**config.mk**
```make
export PLATFORM = sky130hd
export DESIGN_NAME = axi_stream_demux
export DESIGN_NICKNAME = d
export VERILOG_FILES = /design/src/rtl/axi_stream_demux.sv
export SDC_FILE = /design/constraint.sdc
export NUM_CORES = 1
export LEC_CHECK = 0
export ABC_AREA = 0
export BUFFER_PORTS_ARGS = -buffer_cell sky130_fd_sc_hd__buf_2
export CAP_MARGIN = 5
export CORE_MARGIN = 3
export CORE_UTILIZATION = 35
export DETAILED_ROUTE_END_ITERATION = 6
export SYNTH_ARGS = -nofsm -noshare
export SYNTH_HDL_FRONTEND = slang
export SYNTH_SLANG_ARGS = --single-unit
```
**constraint.sdc**
```tcl
create_clock -name clk -period 1.55 [get_ports clk]
set_clock_uncertainty 0.1 [all_clocks]
set_input_delay 0.2325 -clock clk [delete_from_list [all_inputs] [get_ports clk]]
set_output_delay 0.2325 -clock clk [all_outputs]
set_load 0.01 [all_outputs]
```
**src/rtl/axi_stream_demux.sv**
```systemverilog
// ---------------------------------------------------------------------------
// axi_stream_demux
// 1-to-2 valid/ready stream demultiplexer with packet-granular routing.
// The destination is chosen from sel on the first beat of a packet and held
// until the last beat. Each output has an output register plus one skid
// register, so every output is driven from a flop.
//
// Ports
//   clk, rst_n             clock, asynchronous active-low reset
//   sel                    route request (0 = a, 1 = b), used on packet start
//   s_valid/s_data/s_last  upstream beat
//   s_ready                upstream ready (skid-empty flag of routed channel)
//   a_valid/a_data/a_last  output a beat, a_ready downstream ready
//   b_valid/b_data/b_last  output b beat, b_ready downstream ready
//   a_pkt_cnt, b_pkt_cnt   packets delivered per output (optional)
//
// Optional feature: define STREAM_DEMUX_PKT_CNT_EN to add the 16-bit
// per-output packet counters.
// ---------------------------------------------------------------------------

// Output register plus one skid register for one channel.
module axi_stream_demux_skid #(
  parameter int DATA_WD = 4
) (
  input  logic               clk,
  input  logic               rst_n,
  input  logic               i_acc,
  input  logic [DATA_WD-1:0] i_data,
  input  logic               i_last,
  input  logic               i_ready,
  output logic               o_valid,
  output logic [DATA_WD-1:0] o_data,
  output logic               o_last,
  output logic               o_skid_empty
);

  logic               r_valid;
  logic [DATA_WD-1:0] r_data;
  logic               r_last;
  logic [DATA_WD-1:0] r_skid_data;
  logic               r_skid_last;
  logic               r_skid_empty;
  logic               w_drain;

  assign w_drain = r_valid && i_ready;

  always_ff @(posedge clk or negedge rst_n) begin
    if (!rst_n) begin
      r_valid      <= 1'b0;
      r_data       <= '0;
      r_last       <= 1'b0;
      r_skid_data  <= '0;
      r_skid_last  <= 1'b0;
      r_skid_empty <= 1'b1;
    end else if (w_drain) begin
      if (!r_skid_empty) begin
        // skid moves forward; a same-cycle accept refills the skid slot
        r_data  <= r_skid_data;
        r_last  <= r_skid_last;
        r_valid <= 1'b1;
        if (i_acc) begin
          r_skid_data <= i_data;
          r_skid_last <= i_last;
        end else begin
          r_skid_empty <= 1'b1;
        end
      end else if (i_acc) begin
        r_data  <= i_data;
        r_last  <= i_last;
        r_valid <= 1'b1;
      end else begin
        r_valid <= 1'b0;
      end
    end else if (!r_valid) begin
      if (i_acc) begin
        r_data  <= i_data;
        r_last  <= i_last;
        r_valid <= 1'b1;
      end
    end else if (i_acc) begin
      // output is stalled: park the beat in the skid register
      r_skid_data  <= i_data;
      r_skid_last  <= i_last;
      r_skid_empty <= 1'b0;
    end
  end

  assign o_valid      = r_valid;
  assign o_data       = r_data;
  assign o_last       = r_last;
  assign o_skid_empty = r_skid_empty;

endmodule

// Route FSM
//   state  | meaning
//   IDLE   | no packet open; route follows sel
//   LOCKED | packet open; route held in r_route, sel ignored
module axi_stream_demux #(
  parameter int DATA_WD = 4
) (
  input  logic               clk,
  input  logic               rst_n,
  input  logic               sel,
  input  logic               s_valid,
  input  logic [DATA_WD-1:0] s_data,
  input  logic               s_last,
  output logic               s_ready,
  output logic               a_valid,
  output logic [DATA_WD-1:0] a_data,
  output logic               a_last,
  input  logic               a_ready,
  output logic               b_valid,
  output logic [DATA_WD-1:0] b_data,
  output logic               b_last,
`ifdef STREAM_DEMUX_PKT_CNT_EN
  input  logic               b_ready,
  output logic [15:0]        a_pkt_cnt,
  output logic [15:0]        b_pkt_cnt
`else
  input  logic               b_ready
`endif
);

  typedef enum logic {ST_IDLE, ST_LOCKED} state_t;

  state_t r_state;
  state_t w_state_nxt;
  logic   r_route;
  logic   w_route_nxt;
  logic   w_route;
  logic   w_fire;
  logic   w_a_skid_empty;
  logic   w_b_skid_empty;

  assign w_route = (r_state == ST_IDLE) ? sel : r_route;
  assign s_ready = w_route ? w_b_skid_empty : w_a_skid_empty;
  assign w_fire  = s_valid && s_ready;

  always_ff @(posedge clk or negedge rst_n) begin
    if (!rst_n) begin
      r_state <= ST_IDLE;
      r_route <= 1'b0;
    end else begin
      r_state <= w_state_nxt;
      r_route <= w_route_nxt;
    end
  end

  always_comb begin
    w_state_nxt = r_state;
    w_route_nxt = r_route;
    if (w_fire) begin
      case (r_state)
        ST_IDLE: begin
          if (!s_last) begin
            w_route_nxt = sel;
            w_state_nxt = ST_LOCKED;
          end
        end
        ST_LOCKED: begin
          if (s_last) w_state_nxt = ST_IDLE;
        end
        default: w_state_nxt = ST_IDLE;
      endcase
    end
  end

  axi_stream_demux_skid #(.DATA_WD(DATA_WD)) u_skid_a (
    .clk          (clk),
    .rst_n        (rst_n),
    .i_acc        (w_fire && !w_route),
    .i_data       (s_data),
    .i_last       (s_last),
    .i_ready      (a_ready),
    .o_valid      (a_valid),
    .o_data       (a_data),
    .o_last       (a_last),
    .o_skid_empty (w_a_skid_empty)
  );

  axi_stream_demux_skid #(.DATA_WD(DATA_WD)) u_skid_b (
    .clk          (clk),
    .rst_n        (rst_n),
    .i_acc        (w_fire && w_route),
    .i_data       (s_data),
    .i_last       (s_last),
    .i_ready      (b_ready),
    .o_valid      (b_valid),
    .o_data       (b_data),
    .o_last       (b_last),
    .o_skid_empty (w_b_skid_empty)
  );

`ifdef STREAM_DEMUX_PKT_CNT_EN
  logic [15:0] r_a_pkt_cnt;
  logic [15:0] r_b_pkt_cnt;

  always_ff @(posedge clk or negedge rst_n) begin
    if (!rst_n) begin
      r_a_pkt_cnt <= '0;
      r_b_pkt_cnt <= '0;
    end else begin
      if (a_valid && a_ready && a_last) r_a_pkt_cnt <= r_a_pkt_cnt + 16'd1;
      if (b_valid && b_ready && b_last) r_b_pkt_cnt <= r_b_pkt_cnt + 16'd1;
    end
  end

  assign a_pkt_cnt = r_a_pkt_cnt;
  assign b_pkt_cnt = r_b_pkt_cnt;
`endif

endmodule

```
==> flow_metrics.env, run 1 <==
export IMPL_fmax_mhz=599.8
export IMPL_worst_hold_slack_ns=0.07540
export IMPL_violations="negative setup slack"
export IMPL_drive_gt1_share_pct=50.00
export IMPL_max_stage_delay_ns=0.47
export IMPL_p_seq_share_pct=57.3
export IMPL_chipHeight_um=65.34
export IMPL_insertedDiodeCount=0
export IMPL_dr_total_vias=988
export IMPL_power_density_nw_per_um2=699.2
export IMPL_synth_cells=99
export IMPL_gp_congestion=0.7717
export IMPL_numPortBuffers=23
export IMPL_combPwrFrac_pct=3.7
export IMPL_fin_crit_ns=1.667
export IMPL_p_sw_mw=0.2312
export IMPL_crit_type="flip-flop to output pin"
export IMPL_start_util_pct=38.48
export IMPL_fin_ws_ns=-0.1171
export IMPL_power_leakage_nw=0.8387
export IMPL_report_final_setup_viol=19
export IMPL_switching_share_pct=19.51
export IMPL_yosys_top_cells_area="dfrtp_1, mux2_2, dfstp_2"
export IMPL_path_cells="mux2_4 > nand2_2 > nand2_1 > buf_2"
export IMPL_min_path_type="primary input to flip-flop"
export IMPL_rsz0062_at_grt="true"
export IMPL_cts_root_buf="clkbuf_4"
export IMPL_cts_buffer_depth=2
export IMPL_period_share_pct=107.6
export IMPL_synth_seq_cells=26
export IMPL_vias_per_cell=5.200
export IMPL_final_fill_count=316
export IMPL_status="finished, violations left"
export IMPL_async_flop_share_pct=100.0
export IMPL_worst_pin_slew_ns=0.5587
export IMPL_grt_pass1_wl_mm=5.009
export IMPL_cp_arrival_ns=1.33
export IMPL_max_cap_viol_count=0
export IMPL_areaGrowthSynthToFinish_pct=37.46
export IMPL_cts_buffers=3
export IMPL_htree_levels=1
export IMPL_fin_nets=158
export IMPL_grt_use_met2_pct=23.77
export IMPL_yosysTopAreaCell="dfrtp_1"
export IMPL_detail_route_wl_per_cell_um=15.07
export IMPL_finalWirelength_mm=2.864
export IMPL_synth_seq_area_share_pct=52.99
export IMPL_crit_path_max_fanout=3
export IMPL_cp_start_kind="flip-flop"
export IMPL_ys_flop_type="dfrtp_1"
export IMPL_slowest_stage="dfrtp_2"
export IMPL_syn_area_um2=1232
export IMPL_overflow=0
export IMPL_synth_commonest_cells="dfrtp_1, mux2_2, nand2_1"
export IMPL_dieArea_um2=4269
export IMPL_yosysTopAreaCellShare_pct=48.73
export IMPL_clkSlewWorstSetupHoldPaths_ns=0.14
export IMPL_syn_avg_cell_area_um2=12.45
export IMPL_grt_busiest_layer="met2"
export IMPL_tns_ns=-1.397
export IMPL_slew_headroom_pct=62.76
export IMPL_grtUsageMet3_pct=3.932
export IMPL_finalHoldViolations=0
export IMPL_clock_latency_ns=0.32
export IMPL_drt_iter0_drc=47
export IMPL_cp_end_kind="output pin"
export IMPL_post_dp_hpwl_mm=2.043
export IMPL_grtUsageMet1_pct=20.61
export IMPL_placementRows=20
export IMPL_firstDrtPassIters=4
export IMPL_ios=24
export IMPL_final_seq_area_um2=654.4
export IMPL_synth_cell_type_count=32
export IMPL_antenna_found_initial=0
export IMPL_grt_max_degree=27
export IMPL_crit_required_ns=1.22
export IMPL_synth_edf_count=0
export IMPL_grt_pass1_vias=1062
export IMPL_p_int_mw=0.9534
export IMPL_syn_nets=110
export IMPL_core_um2=3203
export IMPL_final_antenna_net_count=0
export IMPL_yosysMostFrequentCell="dfrtp_1"
export IMPL_peakVddDrop_mv=0.5973
export IMPL_die_w_um=65.34
export IMPL_path_delay_family="flip-flops"
export IMPL_multi_input_area_um2=626.9
export IMPL_critPathBufInv=1
export IMPL_drc=0
export IMPL_grt_usage_pct=14.98
export IMPL_slew_violations=0
export IMPL_cts_sinks=26
export IMPL_pwr_share_clk_pct=39.0
export IMPL_yosysWarnings=0
export IMPL_tritoncts="done"
registers in the layout, summed over array words and instances, names as in the netlist:
signal and cells:
u_skid_a.o_skid_empty 1, u_skid_a.r_skid_data 4, u_skid_b.o_valid 1, u_skid_a.o_valid 1, u_skid_a.o_data 4, u_skid_b.o_data 4, u_skid_b.o_skid_empty 1, u_skid_a.r_skid_last 1
u_skid_b.o_last 1, u_skid_b.r_skid_data 4, r_state 1, u_skid_b.r_skid_last 1, u_skid_a.o_last 1, r_route 1
power groups by stage:
stage / clock, mW / combinational (mW) / sequential [mW]
after global routing: 0.498 / 0.0502 / 0.679
after global placement: 0 / 0.0420 / 0.691
after detailed placement: 0 / 0.0421 / 0.691
after floorplan: 0 / 0.00281 / 0.691
after CTS: 0.480 / 0.0451 / 0.679
final: 0.462 / 0.0436 / 0.679
worst register-to-register path: cells and delay by family, from the launching register on:
kind | cells | cell delay, ns
simple gates | 1 | 0.18
mux | 2 | 0.51
buf+inv | 2 | 0.30
flops | 1 | 0.47
final cells by class:
| type | instances | share of cell area (%) |
|---|---|---|
| Multi-Input combinational cell | 68 | 37.00 |
| Inverter | 4 | 0.8863 |
| Tap cell | 44 | 3.250 |
| Clock buffer | 3 | 1.329 |
| Timing Repair Buffer | 44 | 17.13 |
| Sequential cell | 26 | 38.63 |
| Clock inverter | 1 | 1.773 |
path summary, 6_finish.rpt:
path | endpoint | cells past startpoint | slack, ns | start
worst max register to register | u_skid_b.r_skid_data[0]$_DFFE_PN0P_ | 5 | -0.11 | r_state$_DFFE_PN0N_
worst min register to register | u_skid_b.r_skid_last$_DFFE_PN0P_ | 1 | 0.42 | u_skid_b.r_skid_last$_DFFE_PN0P_
max in group asynchronous | r_state$_DFFE_PN0N_ | 2 | 0.65 | rst_n
min in group asynchronous | u_skid_b.r_skid_data[3]$_DFFE_PN0P_ | 2 | 0.31 | rst_n
worst max-delay path | s_ready | 4 | -0.12 | r_state$_DFFE_PN0N_
worst min-delay path | r_state$_DFFE_PN0N_ | 2 | 0.08 | s_last
logic make-up after synthesis:
kind of cell | synth area share, %
compound gates | 16.85
buf+inv | 1.522
simple gates | 14.82
mux | 13.81
flops | 53.00
routing by layer:
| metal | routed length, um | vias up |
|---|---|---|
| met4 | 21 | 0 |
| met5 | 0 | - |
| li1 | - | 471 |
| met1 | 1345 | 491 |
| met2 | 1353 | 24 |
| met3 | 145 | 2 |
repair_timing:
item,in CTS,in global routing
buffers inserted,7,1
pin swaps,5,2
hold buffers,1,0
setup endpoints to repair,20,22
endpoints found under the hold margin,24,0
gates resized for setup,8,9
layout by cell type (no fill, tap or decap), types with 2 or more instances in the layout:
| cell type | n |
|---|---|
| buf_2 | 23 |
| dfrtp_1 | 23 |
| buf_4 | 16 |
| nand2_1 | 6 |
| mux2_4 | 6 |
| and2_1 | 6 |
| mux2_2 | 5 |
| inv_1 | 4 |
| a221o_1 | 4 |
| buf_6 | 4 |
| nand2b_1 | 3 |
| o32ai_1 | 3 |
| clkbuf_4 | 3 |
| o21ai_0 | 2 |
| nor2b_1 | 2 |
| and3b_1 | 2 |
| a31oi_1 | 2 |
| a2bb2oi_2 | 2 |
| a2bb2oi_1 | 2 |
| nand3_1 | 2 |
| a22o_1 | 2 |
| nor2_1 | 2 |
| mux2i_1 | 2 |
| dfstp_2 | 2 |
stage by stage:
step	std cells	cell area, um2	power (mW)	util, %	setup WS [ns]
final	190	1694	1.185	52.89	-0.1171
after global placement	178	1498	0.7332	46.76	-0.04507
after global routing	190	1694	1.227	52.89	-0.1834
after CTS	190	1662	1.204	51.88	-0.1257
after floorplan	99	1234	0.6942	-	0.02172
after detailed placement	178	1498	0.7333	46.76	-0.08795
(Power assumes the default switching activity.)
==> inputs of run 2 (changes only) <==
Clock period 1.55 ns to 1.4 ns, I/O delays scaled along.
==> run 2 against run 1 <==
The run still ends with negative setup slack left. Clock-buffer cell count unchanged. Sequential power increased by 11%. Largest cell class is now multi-input gates. Sequential cell count unchanged. Die area unchanged. Largest power group unchanged. Critical endpoint is now u_skid_b.r_skid_data[2]$_DFFE_PN0P_. Critical path type is now flip-flop to flip-flop. Final cell count increased by 4.7%. Clock power increased by 14%. Via count increased by 4.9%.
==> flow_metrics.env, run 2 (same netlist as run 1, synthesis figures left out) <==
export IMPL_status="finished, violations left"
export IMPL_violations="negative setup slack"
export IMPL_worst_pin_slew_ns=0.6032
export IMPL_drive_gt1_share_pct=57.42
export IMPL_grt_usage_pct=14.07
export IMPL_gp_congestion=0.7715
export IMPL_multi_input_area_um2=718.2
export IMPL_numPortBuffers=23
export IMPL_slew_violations=0
export IMPL_min_path_type="primary input to flip-flop"
export IMPL_die_w_um=65.34
export IMPL_report_final_setup_viol=23
export IMPL_cp_end_kind="flip-flop"
export IMPL_peakVddDrop_mv=0.5473
export IMPL_drc=0
export IMPL_power_density_nw_per_um2=703.8
export IMPL_rr_startpoint="r_state$_DFFE_PN0N_"
export IMPL_insertedDiodeCount=0
export IMPL_dr_total_vias=1036
export IMPL_overflow=0
export IMPL_critical_path_startpoint="r_state$_DFFE_PN0N_"
export IMPL_tns_ns=-5.878
export IMPL_start_util_pct=38.48
export IMPL_antenna_found_initial=0
export IMPL_cp_arrival_ns=1.85
export IMPL_max_stage_delay_ns=0.47
export IMPL_grt_max_degree=27
export IMPL_cts_buffers=3
export IMPL_final_cell_mix="buf_2, dfrtp_1, buf_4"
export IMPL_grt_pass1_wl_mm=4.692
export IMPL_chipHeight_um=65.34
export IMPL_clkSlewWorstSetupHoldPaths_ns=0.15
export IMPL_fin_nets=167
export IMPL_post_dp_hpwl_mm=1.987
export IMPL_rsz0062_at_grt="true"
export IMPL_fin_ws_ns=-0.3096
export IMPL_grt_pass1_vias=1009
export IMPL_crit_type="flip-flop to flip-flop"
export IMPL_finalHoldViolations=0
export IMPL_path_cells="mux2i_4 > buf_4 > buf_6 > nor3_4 > buf_6 > mux2_4"
export IMPL_cts_buffer_depth=2
export IMPL_firstDrtPassIters=4
export IMPL_areaGrowthSynthToFinish_pct=53.40
export IMPL_placementRows=20
export IMPL_crit_path_max_fanout=5
export IMPL_pre_cts_ws_ns=-0.2603
export IMPL_finalWirelength_mm=3.108
export IMPL_core_um2=3203
export IMPL_power_leakage_nw=0.9172
export IMPL_final_area_um2=1891
export IMPL_utilization_pct=59.02
export IMPL_clock_latency_ns=0.33
export IMPL_max_cap_viol_count=0
export IMPL_final_fill_count=288
export IMPL_crit_path_frequent_cell="buf_6"
export IMPL_dieArea_um2=4269
export IMPL_tritoncts="done"
export IMPL_ios=24
export IMPL_final_seq_area_um2=655.6
export IMPL_final_common_cell="buf_2"
export IMPL_period_share_pct=122.1
export IMPL_post_dp_cell_area_um2=1536
export IMPL_vias_per_cell=5.206
export IMPL_hp_start="sel"
export IMPL_detail_route_wl_per_cell_um=15.62
export IMPL_crit_required_ns=1.54
export IMPL_slowest_stage="dfrtp_2"
export IMPL_finalPower_mw=1.331
export IMPL_cts_root_buf="clkbuf_4"
export IMPL_cts_sinks=26
export IMPL_drt_iter0_drc=31
export IMPL_fmax_mhz=584.9
export IMPL_cp_start_kind="flip-flop"
export IMPL_slew_headroom_pct=59.79
export IMPL_fin_crit_ns=1.710
export IMPL_htree_levels=1
export IMPL_final_antenna_net_count=0
## run 2: cell types whose count changed in the layout (fill, tap and decap cells not counted), moves of 2 or more
cell       change
buf_6          +3
a2bb2oi_2      +2
buf_4          +4
a2bb2oi_1      -2
o32ai_4        +3
o32ai_1        -2
## run 2: through the flow
step	std cells	hold slack (ns)
after floorplan	99	-0.1856
after global placement	180	0.1397
after detailed placement	180	0.1513
after CTS	191	0.04725
after global routing	199	0.06064
final	199	0.06081
## run 2: critical path: cells and delay by family, from the launching register on
family                 cells  cell delay (ns)
multiplexers               2             0.51
AND/OR/NAND/NOR            1             0.12
flip-flops                 1             0.47
buffers and inverters      3             0.43
## run 2: cell type report
cell class | count | area share, %
sequential | 26 | 34.68
multi-input combinational | 68 | 37.99
timing repair buffer | 53 | 20.85
clock buffer | 3 | 1.191
inverter | 4 | 0.7942
tap | 44 | 2.912
clock inverter | 1 | 1.588
## run 2: report_power, final
group          internal [mW]  leakage, nW  switching (mW)
sequential             0.751        0.338               0
combinational         0.0166        0.551          0.0375
clock                  0.290       0.0279           0.235
total                   1.06        0.917           0.273
## run 2: worst paths after layout
kind                                                       end  slack (ns)  depth (start not counted)
setup reg to reg           u_skid_b.r_skid_data[2]$_DFFE_PN0P_       -0.31                          6
max in group asynchronous                  r_state$_DFFE_PN0N_        0.47                          2
min in group asynchronous           u_skid_b.o_valid$_DFF_PN0_        0.30                          2
hold reg to reg            u_skid_b.r_skid_data[2]$_DFFE_PN0P_        0.42                          1
hold / removal                             r_route$_DFFE_PN0P_        0.06                          3
setup / recovery           u_skid_b.r_skid_data[2]$_DFFE_PN0P_       -0.31                          6
## run 2: repair_timing
action,CTS,global route
pin swaps,3,11
hold endpoints to repair,24,0
hold buffers,1,0
setup endpoints to repair,23,24
buffers inserted,6,7
cloned,0,1
gates resized for setup,6,25
## run 2: per-layer routing
layer	track usage [%]	wire length, um	up-vias
met1	17.88	1451	523
met5	0	0	-
met4	5.181	53	0
met3	2.735	92	6
met2	23.64	1510	17
li1	-	-	490
